$ cat src/rtl/contador_pkg.sv
// Purpose : shared definitions for the parametrizable up/down counter.
// Latency : n/a (types and constants only).
// Backpressure: n/a.
// Contents: FSM state encoding (STOP/RUN) and SATURATE mode constants.
package contador_pkg;

  typedef enum logic {
    STOP = 1'b0,
    RUN  = 1'b1
  } estado_t;

  localparam int MODE_WRAP = 0;
  localparam int MODE_SAT  = 1;

endpackage

$ cat src/rtl/detector_flanco.sv
// Purpose : registered rising-edge detector for a 1-bit level input.
// Latency : rise is combinational from din and the one-cycle registered copy.
// Backpressure: none.
// Ports   : clk, Reset (sync, active-high), din (level), rise (1 in the cycle din goes 0->1).
module detector_flanco (
  input  logic clk,
  input  logic Reset,
  input  logic din,
  output logic rise
);

  // Powers up low; during Reset the copy tracks din so that a level already
  // high at release does not look like a fresh edge.
  logic din_prev = 1'b0;

  always_ff @(posedge clk) begin
    din_prev <= din;
  end

  assign rise = din & ~din_prev & ~Reset;

endmodule

$ cat src/rtl/contador_parametrizable.sv
// Purpose : run/stop up/down counter with load, wrap or saturate at 0..MAX_VALUE.
// Latency : count, running, tc registered (1 cycle); at_limit combinational.
// Backpressure: none; one step per enabled clk cycle while running.
// Ports   : clk, Reset (sync, active-high), enable (tick), direction (1=up),
//           start_stop (button level, rising edge toggles run/stop), load, load_value,
//           count, running, tc (terminal-count pulse), at_limit (level).
module contador_parametrizable
  import contador_pkg::*;
#(
  parameter int WIDTH     = 4,
  parameter int MAX_VALUE = 2**WIDTH - 1,
  parameter int SATURATE  = MODE_WRAP
) (
  input  logic             clk,
  input  logic             Reset,
  input  logic             enable,
  input  logic             direction,
  input  logic             start_stop,
  input  logic             load,
  input  logic [WIDTH-1:0] load_value,
  output logic [WIDTH-1:0] count,
  output logic             running,
  output logic             tc,
  output logic             at_limit
);

  localparam logic [WIDTH-1:0] MAX_W = WIDTH'(MAX_VALUE);
  localparam logic [WIDTH-1:0] ONE   = {{(WIDTH-1){1'b0}}, 1'b1};

  estado_t          state      = STOP;
  estado_t          state_next;
  logic [WIDTH-1:0] count_q    = '0;
  logic             tc_q       = 1'b0;
  logic             ss_rise;
  logic             step;

  detector_flanco u_ss_edge (
    .clk   (clk),
    .Reset (Reset),
    .din   (start_stop),
    .rise  (ss_rise)
  );

  // FSM: state register
  always_ff @(posedge clk) begin
    if (Reset) state <= STOP;
    else       state <= state_next;
  end

  // FSM: next state, every detected edge toggles
  always_comb begin
    state_next = state;
    if (ss_rise) begin
      state_next = (state == RUN) ? STOP : RUN;
    end
  end

  // FSM: outputs (decoded from the registered state)
  always_comb begin
    running = (state == RUN);
  end

  // Limit in the direction currently requested; also decides wrap/hold on a step.
  assign at_limit = direction ? (count_q == MAX_W) : (count_q == '0);

  // The step uses the pre-toggle state, so an edge arriving together with a
  // tick starts without stepping, or stops after taking that last step.
  assign step = (state == RUN) && enable && !load;

  always_ff @(posedge clk) begin
    if (Reset) begin
      count_q <= direction ? '0 : MAX_W;
      tc_q    <= 1'b0;
    end else if (load) begin
      count_q <= (load_value > MAX_W) ? MAX_W : load_value;
      tc_q    <= 1'b0;
    end else if (step) begin
      tc_q <= at_limit;
      if (direction) begin
        if (!at_limit)                  count_q <= count_q + ONE;
        else if (SATURATE != MODE_SAT)  count_q <= '0;
      end else begin
        if (!at_limit)                  count_q <= count_q - ONE;
        else if (SATURATE != MODE_SAT)  count_q <= MAX_W;
      end
    end else begin
      tc_q <= 1'b0;
    end
  end

  assign count = count_q;
  assign tc    = tc_q;

endmodule

$ cat config.mk
export PLATFORM = sky130hd
export DESIGN_NAME = contador_parametrizable
export DESIGN_NICKNAME = d
export VERILOG_FILES = /design/src/rtl/contador_pkg.sv /design/src/rtl/detector_flanco.sv /design/src/rtl/contador_parametrizable.sv
export SDC_FILE = /design/constraint.sdc
export NUM_CORES = 1
export LEC_CHECK = 0
export ABC_AREA = 1
export CORE_AREA = 2 2 39 41
export CTS_CLUSTER_DIAMETER = 100
export DETAILED_ROUTE_END_ITERATION = 12
export DIE_AREA = 0 0 41 43
export HOLD_SLACK_MARGIN = 0.02
export PLACE_DENSITY = 0.71
export SYNTH_ARGS = -nofsm -noshare
export SYNTH_HDL_FRONTEND = slang
export SYNTH_HIERARCHICAL = 1
export SYNTH_SLANG_ARGS = --single-unit
$ cat constraint.sdc
create_clock -name clk -period 1.7 [get_ports clk]
set_input_delay 0.255 -clock clk [delete_from_list [all_inputs] [get_ports clk]]
set_output_delay 0.255 -clock clk [all_outputs]
set_load 0.1 [all_outputs]
==> results.py <==
metrics = {
    "setup_path": {
        "critical_path.startpoint": "count[0]$_DFFE_PP_",
        "timing.rr.start": "count[0]$_DFFE_PP_",
        "worstPathArrival_ps": 1440,
        "critPathCaptureType": "output port",
        "worstSetupPathType": "reg2out",
        "endpoint": "at_limit",
        "crit_fanout": 3,
        "ff2ff_setup_slack_ps": 40,
        "critPathLaunchType": "flop",
        "reg2reg_depth": 13,
        "crit_required_ps": 1440,
        "timing.rr.end": "count[3]$_DFFE_PP_",
    },
    "yosys": {
        "syn_area_per_cell_um2": 6.81,
        "yosysMostFrequentCell": "nand2_1",
        "yosysTopAreaCellShare_pct": 23.8,
        "synthTopCellsByCount": "nand2_1 (24), nor2_1 (11), inv_1 (7), nand3_1 (5)",
        "syn-num-nets": 86,
        "synthCells": 74,
        "synth_area_leaders": "edfxtp_1 (24%), nand2_1 (18%), dfxtp_1 (12%)",
        "ys_warn_count": 6,
        "syn_area_um2": 504,
        "ys_seq_area_share_pct": 35.7,
        "synthArstFlopShare_pct": 0,
        "synth_ff_type": "edfxtp_1",
        "ys_ff_latch": 7,
        "yosys.area.top_type": "edfxtp_1",
        "synth_edf_count": 4,
        "ys_types": 19,
    },
    "cells_and_area": {
        "final_cells": 123,
        "nets": 120,
        "regArea_um2": 180,
        "layout-drive-gt1-share_pct": 39.3,
        "syn2layout_area_growth_pct": 83.1,
        "diodes": 0,
        "final_util_pct": 66.7,
        "n_fill_cell": 111,
        "multi_input_comb_area_um2": 320,
    },
    "global_route": {
        "antenna_found_initial": 0,
        "grt_first_pass_wirelength_mm": 2.01,
        "grt_pass1_vias": 489,
        "grt_max_degree": 10,
        "gr-total-overflow": 0,
        "grt_usage_pct": 16.6,
    },
    "detailed_routing": {
        "wl_per_cell_um": 11.3,
        "postRouteAntennaNets": 0,
        "drt_iter0_drc": 12,
        "drc_errors": 0,
        "first_pass_iters": 4,
        "drt-total-wl_mm": 1.39,
        "num_vias": 596,
        "met2_length_um": 738,
        "vias_per_cell": 4.85,
        "top_layer": "met3",
        "wl_met1_um": 578,
        "wl_met3_um": 74,
    },
    "worst_hold_path": {
        "holdPathStages": 1,
        "holdCritPathClass": "in2reg",
    },
    "sta": {
        "rsz0062_at_grt": "true",
        "period_share_pct": 99.7,
        "finClkSkew_ps": 11.6,
        "worst_pin_slew_ps": 341,
        "hold_slack_ps": 475,
        "period_needed_ps": 1690,
        "slew_headroom_pct": 77.2,
        "setup_viol": 0,
        "hold_viol_final": 0,
        "clock.fmax_ghz": 0.590,
        "maxSlewViolCount": 0,
        "finalWorstSetupSlack_ps": 5.45,
    },
    "die": {
        "die-area_mm2": 0.00176,
        "initial_core_util_pct": 36.4,
        "core-area_mm2": 0.00138,
        "die_y_um": 43,
        "die_w_um": 41,
        "io_pins": 17,
        "rows": 14,
    },
    "clock_network": {
        "htreeDepth": 1,
        "clk_pin_slew_ps": 60,
        "clockBufferDepth": 2,
        "clock_sinks": 7,
        "numCtsBuffers": 3,
        "clockRootBuffer": "clkbuf_4",
        "cts_hold_buffers": 0,
        "clock_latency_ps": 260,
        "cts_tree": "built",
    },
    "placement": {
        "port_buffers": 16,
        "gp_congestion": 0.759,
        "dp_slack_ps": 81.9,
        "dp_hpwl_um": 878,
        "place_inst": 107,
    },
    "power": {
        "power.density_mw_per_mm2": 802,
        "leakagePower_nw": 0.431,
        "power_w": 0.000741,
        "ir_worst_vdd_mv": 0.378,
    },
    "flow_run": {
        "max_cap_viol_count": 0,
    },
    "outcome": {
        "status": "finished clean",
    },
}
-- cell usage in the layout, fill, tap and decap left out, types with 2 or more instances in the layout --
cell / count
edfxtp_1: 4
nand3_1: 4
a21oi_1: 2
nor2_1: 11
buf_12: 7
clkdlybuf4s50_1: 9
inv_2: 3
nand4_1: 2
nand2_2: 7
nand2_1: 20
dfxtp_1: 3
clkbuf_4: 3
buf_4: 13
inv_1: 5
-- worst min path at each step --
stage	slack, ps	start	endpoint
after floorplan	280	start_stop	u_ss_edge/din_prev$_DFF_P_
after global placement	540	running$_SDFFE_PP0P_	tc$_SDFF_PP0_
after detailed placement	550	running$_SDFFE_PP0P_	tc$_SDFF_PP0_
after CTS	470	start_stop	u_ss_edge/din_prev$_DFF_P_
after global routing	480	start_stop	u_ss_edge/din_prev$_DFF_P_
final	480	start_stop	u_ss_edge/din_prev$_DFF_P_
-- report_power, final --
| group | total, W | switching [W] | internal [W] |
|---|---|---|---|
| logic | 0.000371 | 0.000210 | 0.000161 |
| registers | 0.000213 | 0.0000167 | 0.000196 |
| clock network | 0.000156 | 0.0000665 | 0.0000899 |
| total | 0.000741 | 0.000293 | 0.000447 |
-- cell families after synthesis --
family	count (synthesis)	share of synthesized area, %
AOI/OAI and AO/OA	5	6.20
xor gates and xnor gates	1	1.74
DFF	7	35.7
buffers and inverters	10	7.69
and+or+nand+nor	49	43.7
adders and majority gates	2	4.96
-- stage by stage --
stage                     area (um^2)  setup TNS, ps
after floorplan                   523          -2070
after global placement            783              0
after detailed placement          783              0
after CTS                         882              0
after global routing              923          -65.8
final                             923              0
-- critical path: stages, from the launching register on --
cell and delay (ps):
edfxtp_1 450, ha_2 230, nand3_2 80, nand2_2 80, nand2_4 80, clkinvlp_4 90
buf_12 170
-- sequential cells by signal, indices dropped and copies added, names as in the netlist --
signal,cells
count,4
running,1
tc,1
u_ss_edge/din_prev,1
-- layout make-up --
cell class | instances | share of cell area [%]
tap | 16 | 2.17
multi-input combinational | 57 | 34.7
clock buffer | 4 | 2.85
sequential | 7 | 19.5
timing repair buffer | 30 | 36.7
inverter | 9 | 4.07
-- routing by layer --
layer / vias up / global-route usage [%]
li1: 305 / -
met1: 271 / 21.6
met2: 20 / 25.3
met3: 0 / 6.28
met4: 0 / 4.00
met5: - / 0
-- what timing repair did --
item                                    CTS  global route
resized for setup                         3             4
endpoints found under the setup margin    1             1
setup buffers                             8             4
endpoints found under the hold margin     0             0
pin swaps                                 4             3
No activity file was read; power rests on OpenSTA's default activity.
